## src/rtl/fifo_arb_pkg.sv

```systemverilog
// Shared types and default sizes for the FIFO write arbiter.
package fifo_arb_pkg;

  typedef enum logic {
    ARB_IDLE  = 1'b0,
    ARB_BURST = 1'b1
  } arb_state_e;

  localparam int unsigned DATA_W     = 8;
  localparam int unsigned FIFO_DEPTH = 16;

endpackage

```

## src/rtl/fifo_wr_arbiter_rr_picker.sv

```systemverilog
// Round-robin search: first set request at or after i_rr_ptr, wrapping
// from NUM_REQ-1 back to 0 (also for non-power-of-2 NUM_REQ).
module rr_picker #(
  parameter int unsigned NUM_REQ = 4
) (
  input  logic [NUM_REQ-1:0]         i_req,
  input  logic [$clog2(NUM_REQ)-1:0] i_rr_ptr,
  output logic                       o_found,
  output logic [$clog2(NUM_REQ)-1:0] o_winner
);

  localparam int unsigned IDX_W = $clog2(NUM_REQ);

  function automatic int unsigned wrap_idx(input logic [IDX_W-1:0] base,
                                           input int unsigned       offs);
    int unsigned s;
    s = 32'(base) + offs;
    return (s >= NUM_REQ) ? (s - NUM_REQ) : s;
  endfunction

  always_comb begin
    o_found  = 1'b0;
    o_winner = '0;
    for (int unsigned k = 0; k < NUM_REQ; k++) begin
      if (!o_found && i_req[IDX_W'(wrap_idx(i_rr_ptr, k))]) begin
        o_found  = 1'b1;
        o_winner = IDX_W'(wrap_idx(i_rr_ptr, k));
      end
    end
  end

endmodule

```

## src/rtl/fifo_wr_arbiter.sv

```systemverilog
// Round-robin burst arbiter sharing one FIFO write port among NUM_REQ
// producers; ack/write are combinational so fifo_full gates them same-cycle.
module fifo_wr_arbiter
  import fifo_arb_pkg::*;
#(
  parameter int unsigned NUM_REQ   = 4,
  parameter int unsigned DATA_W    = fifo_arb_pkg::DATA_W,
  parameter int unsigned MAX_BURST = 4
) (
  input  logic                        clock,
  input  logic                        reset,
  input  logic [NUM_REQ-1:0]          req,
  input  logic [NUM_REQ*DATA_W-1:0]   req_data,
  output logic [NUM_REQ-1:0]          ack,
  input  logic                        fifo_full,
  output logic                        fifo_write_en,
  output logic [DATA_W-1:0]           fifo_data_in,
  output logic [$clog2(NUM_REQ)-1:0]  owner,
  output logic                        busy
);

  localparam int unsigned      IDX_W     = $clog2(NUM_REQ);
  localparam int unsigned      CNT_W     = $clog2(MAX_BURST + 1);
  localparam logic [CNT_W-1:0] LAST_BEAT = CNT_W'(MAX_BURST);
  localparam logic [IDX_W-1:0] LAST_IDX  = IDX_W'(NUM_REQ - 1);

  arb_state_e       r_state, w_state_nxt;
  logic [IDX_W-1:0] r_rr_ptr, w_rr_ptr_nxt;
  logic [IDX_W-1:0] r_owner, w_owner_nxt;
  logic [CNT_W-1:0] r_beat_cnt, w_beat_cnt_nxt, w_beat_inc;
  logic [IDX_W-1:0] w_winner;
  logic             w_found;
  logic             w_owner_req;

  function automatic logic [IDX_W-1:0] next_idx(input logic [IDX_W-1:0] idx);
    return (idx == LAST_IDX) ? '0 : idx + IDX_W'(1);
  endfunction

  rr_picker #(.NUM_REQ(NUM_REQ)) u_picker (
    .i_req    (req),
    .i_rr_ptr (r_rr_ptr),
    .o_found  (w_found),
    .o_winner (w_winner)
  );

  assign w_owner_req = req[r_owner];
  assign w_beat_inc  = r_beat_cnt + CNT_W'(1);

  always_ff @(posedge clock) begin
    if (reset) begin
      r_state    <= ARB_IDLE;
      r_rr_ptr   <= '0;
      r_owner    <= '0;
      r_beat_cnt <= '0;
    end else begin
      r_state    <= w_state_nxt;
      r_rr_ptr   <= w_rr_ptr_nxt;
      r_owner    <= w_owner_nxt;
      r_beat_cnt <= w_beat_cnt_nxt;
    end
  end

  always_comb begin
    w_state_nxt    = r_state;
    w_rr_ptr_nxt   = r_rr_ptr;
    w_owner_nxt    = r_owner;
    w_beat_cnt_nxt = r_beat_cnt;
    unique case (r_state)
      ARB_IDLE: begin
        if (!fifo_full && w_found) begin
          w_owner_nxt    = w_winner;
          w_beat_cnt_nxt = CNT_W'(1);
          if (MAX_BURST == 1) w_rr_ptr_nxt = next_idx(w_winner);
          else                w_state_nxt  = ARB_BURST;
        end
      end
      ARB_BURST: begin
        // Owner dropping req costs one dead cycle; a full FIFO just stalls.
        if (!w_owner_req) begin
          w_state_nxt  = ARB_IDLE;
          w_rr_ptr_nxt = next_idx(r_owner);
        end else if (!fifo_full) begin
          w_beat_cnt_nxt = w_beat_inc;
          if (w_beat_inc == LAST_BEAT) begin
            w_state_nxt  = ARB_IDLE;
            w_rr_ptr_nxt = next_idx(r_owner);
          end
        end
      end
      default: w_state_nxt = ARB_IDLE;
    endcase
  end

  always_comb begin
    ack          = '0;
    fifo_data_in = '0;
    if (!reset) begin
      if (r_state == ARB_IDLE) begin
        if (!fifo_full && w_found) ack[w_winner] = 1'b1;
      end else if (w_owner_req && !fifo_full) begin
        ack[r_owner] = 1'b1;
      end
    end
    for (int unsigned i = 0; i < NUM_REQ; i++) begin
      if (ack[i]) fifo_data_in = req_data[i*DATA_W +: DATA_W];
    end
  end

  assign fifo_write_en = |ack;
  assign busy          = !reset && (r_state == ARB_BURST);
  assign owner         = r_owner;

endmodule

```

## config.mk

```make
export PLATFORM = sky130hd
export DESIGN_NAME = fifo_wr_arbiter
export DESIGN_NICKNAME = d
export VERILOG_FILES = /design/src/rtl/fifo_arb_pkg.sv /design/src/rtl/fifo_wr_arbiter_rr_picker.sv /design/src/rtl/fifo_wr_arbiter.sv
export SDC_FILE = /design/constraint.sdc
export NUM_CORES = 1
export LEC_CHECK = 0
export CORE_UTILIZATION = 40
export DETAILED_ROUTE_END_ITERATION = 16
export PLACE_DENSITY = 0.83
export SYNTH_ARGS = -nofsm -noshare
export SYNTH_HDL_FRONTEND = slang
export SYNTH_SLANG_ARGS = --single-unit
export TNS_END_PERCENT = 20
```

## constraint.sdc

```tcl
create_clock -name clock -period 5.7 [get_ports clock]
set_input_delay 1.14 -clock clock [delete_from_list [all_inputs] [get_ports clock]]
set_output_delay 1.14 -clock clock [all_outputs]
set_load 0.05 [all_outputs]
```

==> results.toml, run 1 <==
[worst_setup_path]
crit_top_cell = "clkdlybuf4s50_1"
required_ns = 4.56
worstSetupStartpointType = "input pin"
cp_cell_sequence = "clkdlybuf4s50_1 > mux4_2 > and2_1 > nand2_2 > a21boi_2 > nand2_1 > a221oi_2 > clkdlybuf4s50_1"
crit_path_max_incr_delay_ns = 0.85
r2r-start = "owner[0]"
arrival_ns = 4.19
worst-path-max-fanout = 8
crit_start = "req[3]"
cpMaxStageDelayCell = "clkdlybuf4s50_1"
critPathKind = "input pin to output pin"
endpoint_kind = "output pin"

[layout]
finalNetCount = 230
drive_gt1_frac = 0.115
n_antenna_cell = 0
seq_area_sq_um = 160
area_growth_pct = 59.5
fillers = 185
final_core_util = 0.691
multi_input_area_sq_um = 748

[drt]
post_drt_wl_per_cell_microns = 14.1
postRouteAntennaNets = 0
drt-total-wl_microns = 2980
viasPerCell = 5.63
drc_errors = 0
drtIter0Drc = 17
drtPass1Iterations = 4
num_vias = 1187

[sta]
finalCriticalPeriod_ns = 5.33
fin_worst_skew_ns = 0.00233
rsz0062_at_grt = "false"
finalSetupViolCount = 0
worst_pin_slew_ns = 0.505
relSlewSlack = 0.661
finalSetupTns_ns = 0
finalCritPeriodShare = 0.935
fmax_mhz = 188
slew_viol_final = 0
finalHoldViolations = 0

[floorplanning]
chipWidth_microns = 51.4
core_sq_um = 2250
rows = 17
start_util = 0.433
die_area_sq_um = 2640
boundaryPins = 55
die_h_microns = 51.4

[flow_run]
drv_cap = 0

[worst_hold_path]
hold_class = "flip-flop to flip-flop"
holdCritStartpoint = "r_beat_cnt[1]"

[placed_design]
numPortBuffers = 54
post-dp-hpwl_microns = 2440
place.gp.congestion = 0.892

[clock_network]
cts_tree = "built"
post_cts_buffers = 0
clk_latency_ns = 0.25
cts_resized = 0
h-tree-depth = 1
path_clk_slew_ns = 0.05
hold_buffers = 0
cts-root-buf = "clkbuf_4"
cts_buffers = 3
cts.path.max_buffers = 2
cts_sinks = 8

[synthesis]
async_flop_share = 0
synth_edf_count = 0
yosysSeqAreaShare = 0.164
ys_types = 36
synth_ff_type = "dfxtp_1"
syn_area_sq_um = 977
yosysWarnings = 0
ys_ff_latch = 8
syn_avg_cell_area_sq_um = 7.58
syn_inst = 129
syn_nets = 174

[grt]
grt_pass1_wl_microns = 4750
grtUsageTotal = 0.237
grt_overflow_total = 0
grt_antenna_before_repair = 0
grt_pass1_vias = 1117
grt_max_degree = 16

[power]
p_per_area_nw_per_um2 = 145
cellLeakagePower_nw = 0.571
peakVddDrop_v = 0.000130

[status]
status = "finished, final reports clean"
synth_stat cells, types with 2 or more instances:
| library cell | count | area (sq um) |
|---|---|---|
| nor2b_1 | 3 | 18.8 |
| a21oi_4 | 2 | 32.5 |
| nand2_1 | 20 | 75.1 |
| nor3_1 | 9 | 45.0 |
| inv_1 | 11 | 41.3 |
| a21oi_1 | 10 | 50.1 |
| dfxtp_1 | 8 | 160 |
| nand3_1 | 3 | 15.0 |
| or2b_1 | 2 | 15.0 |
| nor2_1 | 7 | 26.3 |
| ha_1 | 6 | 75.1 |
| o21ai_0 | 3 | 15.0 |
| a221oi_2 | 8 | 120 |
| nor4_1 | 2 | 12.5 |
| or3_1 | 4 | 25.0 |
| clkbuf_1 | 2 | 7.51 |
| and2_1 | 2 | 12.5 |
| a31oi_1 | 8 | 50.1 |
| mux2i_1 | 2 | 20.0 |
through the flow:
step	power (mW)	setup WS, ns	hold WS (ns)	area [sq um]	std cells
2_1_floorplan	0.133	1.38	0.468	977	129
3_3_place_gp	0.182	0.494	0.490	1540	208
3_5_place_dp	0.184	0.391	0.509	1540	208
4_1_cts	0.228	0.394	0.517	1560	211
5_1_grt	0.239	0.217	0.542	1560	211
6_report	0.226	0.368	0.518	1560	211
where the power goes:
| group | switching (mW) | total (mW) | internal (mW) |
|---|---|---|---|
| logic | 0.0657 | 0.121 | 0.0550 |
| registers | 0.00422 | 0.0632 | 0.0589 |
| clock network | 0.0177 | 0.0417 | 0.0240 |
critical path: cells and delay by family:
| family | cells | cell delay, ns |
|---|---|---|
| buffers and inverters | 2 | 1.34 |
| AOI/OAI and AO/OA | 2 | 0.62 |
| muxes | 1 | 0.55 |
| and+or+nand+nor | 3 | 0.54 |
layout by cell type, fill, tap and decap left out, types with 2 or more instances in the layout:
master,n
nor3_1,9
o21ai_0,3
or3_1,4
nor4_1,2
a221oi_2,8
nand2_1,20
clkbuf_4,3
mux2i_1,2
clkdlybuf4s50_1,54
nor2_1,7
nand3_1,3
ha_1,6
a21oi_4,2
nor2b_1,3
inv_1,11
a21oi_1,10
or2b_1,2
dfxtp_1,8
and2_1,2
a31oi_1,8
final cells by class:
cell class	instances	area share
Clock buffer	3	0.0144
Inverter	12	0.0289
Timing Repair Buffer	55	0.352
Sequential cell	8	0.103
Multi-Input combinational cell	105	0.480
Tap cell	28	0.0225
cells by family (layout without fill, tap and decap cells):
group	Yosys count	count (layout)	synth area share
buffers and inverters	16	70	0.0704
flip-flops	8	8	0.164
XOR/XNOR	1	1	0.00896
multiplexers	3	3	0.0435
adder cells (fa/ha/maj)	6	6	0.0768
AND/OR/NAND/NOR	57	57	0.289
AO/OA/AOI/OAI	38	38	0.347
routing by layer:
metal | global-route usage | up-vias | wire length, microns
met5 | 0 | - | 0
met4 | 0.117 | 0 | 63
met3 | 0.0298 | 10 | 242
met2 | 0.431 | 68 | 1420
met1 | 0.266 | 524 | 1250
li1 | - | 585 | -
flip-flops by register name (all words and copies together) (netlist names):
register and flops:
r_beat_cnt 3, owner 2, r_rr_ptr 2, r_state 1
worst paths after layout:
check               endpoint  slack [ns]  depth (start not counted)
max          fifo_data_in[4]        0.37                          8
min            r_beat_cnt[1]        0.52                          2
max reg2reg    r_beat_cnt[2]        3.95                          6
min reg2reg    r_beat_cnt[1]        0.52                          2
No activity file was read; power rests on OpenSTA's default activity.
==> inputs of run 2 (changes only) <==
--- a/config.mk
+++ b/config.mk
@@ -5,6 +5,8 @@
 export SDC_FILE = /design/constraint.sdc
 export NUM_CORES = 1
 export LEC_CHECK = 0
+export ABC_AREA = 0
+export CORE_ASPECT_RATIO = 0.9
 export CORE_UTILIZATION = 40
 export DETAILED_ROUTE_END_ITERATION = 16
 export PLACE_DENSITY = 0.83
==> run 2 against run 1 <==
Compared with the run above: hold slack improved by 0.0069 ns; largest cell class unchanged; die area about the same; via count increased by 2.2%; critical path type unchanged; clock power decreased by 1%; register-to-register slack got worse by 0.02 ns; combinational power about the same; count of clock-buffer cells in the layout unchanged; maximum frequency increased by 0.36%; sequential power about the same; sequential share of layout area about the same; highest routed layer unchanged; wire length increased by 6.1%.
==> results.toml, run 2 (synthesis gave the netlist of run 1 again) <==
[status]
status = "finished, final reports clean"

[clock_network]
cts_tree = "built"
cts-root-buf = "clkbuf_4"
cts_sinks = 8
path_clk_slew_ns = 0.05
cts_buffers = 3
h-tree-depth = 1
cts.path.max_buffers = 2
hold_buffers = 0
cts_resized = 0
clk_latency_ns = 0.25
post_cts_buffers = 0

[worst_setup_path]
arrival_ns = 4.17
worst-path-max-fanout = 8
cp_cell_sequence = "clkdlybuf4s50_1 > mux4_2 > and2_1 > nand2_2 > a21boi_2 > nand2_1 > a221oi_2 > clkdlybuf4s50_1"
critPathKind = "input pin to output pin"
endpoint_kind = "output pin"
worstSetupStartpointType = "input pin"
reg2reg_slack_ns = 3.93
required_ns = 4.56
crit_path_max_incr_delay_ns = 0.86
cpMaxStageDelayCell = "clkdlybuf4s50_1"
crit_top_cell = "clkdlybuf4s50_1"

[sta]
finalCritPeriodShare = 0.932
finalSetupTns_ns = 0
finalCriticalPeriod_ns = 5.31
fmax_mhz = 188
worst_pin_slew_ns = 0.525
slew_viol_final = 0
rsz0062_at_grt = "false"
fin_worst_skew_ns = 0.00385
finalSetupViolCount = 0
finalHoldViolations = 0
relSlewSlack = 0.649

[layout]
drive_gt1_frac = 0.120
final_cells = 211
layout_commonest_cell = "clkdlybuf4s50_1"
n_antenna_cell = 0
regMostFlops = "r_beat_cnt"
finalNetCount = 231
largest_reg_flops = 3
area_growth_pct = 60.2
fillers = 188
final_cell_mix = "54 x clkdlybuf4s50_1, 20 x nand2_1, 11 x inv_1"

[power]
seq_power_share = 0.279
clock_power_share = 0.181
p_per_area_nw_per_um2 = 145
p_sw_mw = 0.0885
swShare = 0.390
p_comb_frac = 0.539
peakVddDrop_v = 0.000114
p_int_mw = 0.139
cellLeakagePower_nw = 0.576

[drt]
num_vias = 1213
drtPass1Iterations = 4
drt-total-wl_microns = 3160
post_drt_wl_per_cell_microns = 15.0
postRouteAntennaNets = 0
drc_errors = 0
viasPerCell = 5.75
drtIter0Drc = 33

[floorplanning]
rows = 16
core_sq_um = 2240
start_util = 0.436
die_area_sq_um = 2640
die_h_microns = 48.9
boundaryPins = 55
chipWidth_microns = 54.1

[placed_design]
place.gp.congestion = 0.924
numPortBuffers = 54
dpl.cell_count = 208
post-dp-hpwl_microns = 2600

[grt]
grt_pass1_vias = 1163
grt_overflow_total = 0
grt_pass1_wl_microns = 4770
grt_antenna_before_repair = 0
grt_max_degree = 11
grtUsageTotal = 0.238

[flow_run]
drv_cap = 0

[worst_hold_path]
hold_class = "flip-flop to flip-flop"
[run 2: changes by cell type in the layout (fill, tap and decap cells not counted)]
cell   previous run  this run
buf_4             1         2
[run 2: worst paths after layout]
check	start	end	cells after the start
max	req[3]	fifo_data_in[3]	8
min	r_rr_ptr[0]	r_rr_ptr[0]	2
max reg2reg	owner[0]	r_rr_ptr[0]	5
min reg2reg	r_rr_ptr[0]	r_rr_ptr[0]	2
[run 2: cell type report]
cell class	instances	area, sq um	area share
tap	27	33.8	0.0216
timing repair buffer	56	556	0.355
multi-input combinational	105	748	0.478
sequential	8	160	0.102
clock buffer	3	22.5	0.0144
inverter	12	45.0	0.0288
[run 2: metrics by stage]
stage | hold slack (ns) | area [sq um] | worst slack, ns | power (mW) | utilization
final | 0.525 | 1570 | 0.387 | 0.227 | 0.698
after CTS | 0.528 | 1570 | 0.388 | 0.229 | 0.698
after global placement | 0.491 | 1540 | 0.507 | 0.183 | 0.688
after global routing | 0.552 | 1570 | 0.152 | 0.240 | 0.698
after floorplan | 0.468 | 977 | 1.38 | 0.133 | -
after detailed placement | 0.520 | 1540 | 0.369 | 0.186 | 0.688
[run 2: critical path, delay by kind of cell]
family          cells  cell delay [ns]
buf+inv             2             1.36
compound gates      2             0.59
mux                 1             0.55
simple gates        3             0.53
[run 2: power by group through the flow]
stage / combinational, mW / sequential, mW / clock [mW]
global route: 0.130 / 0.0634 / 0.0468
detailed placement: 0.122 / 0.0642 / 0
finish: 0.122 / 0.0634 / 0.0412
CTS: 0.122 / 0.0630 / 0.0438
global placement: 0.119 / 0.0639 / 0
floorplan: 0.0670 / 0.0659 / 0
[run 2: metal layers]
layer | global-route usage | part of all wire | routed length, microns
met1 | 0.255 | 0.40 | 1270
met2 | 0.436 | 0.48 | 1510
met3 | 0.0312 | 0.11 | 333
met4 | 0.115 | 0.017 | 53
met5 | 0 | 0 | 0
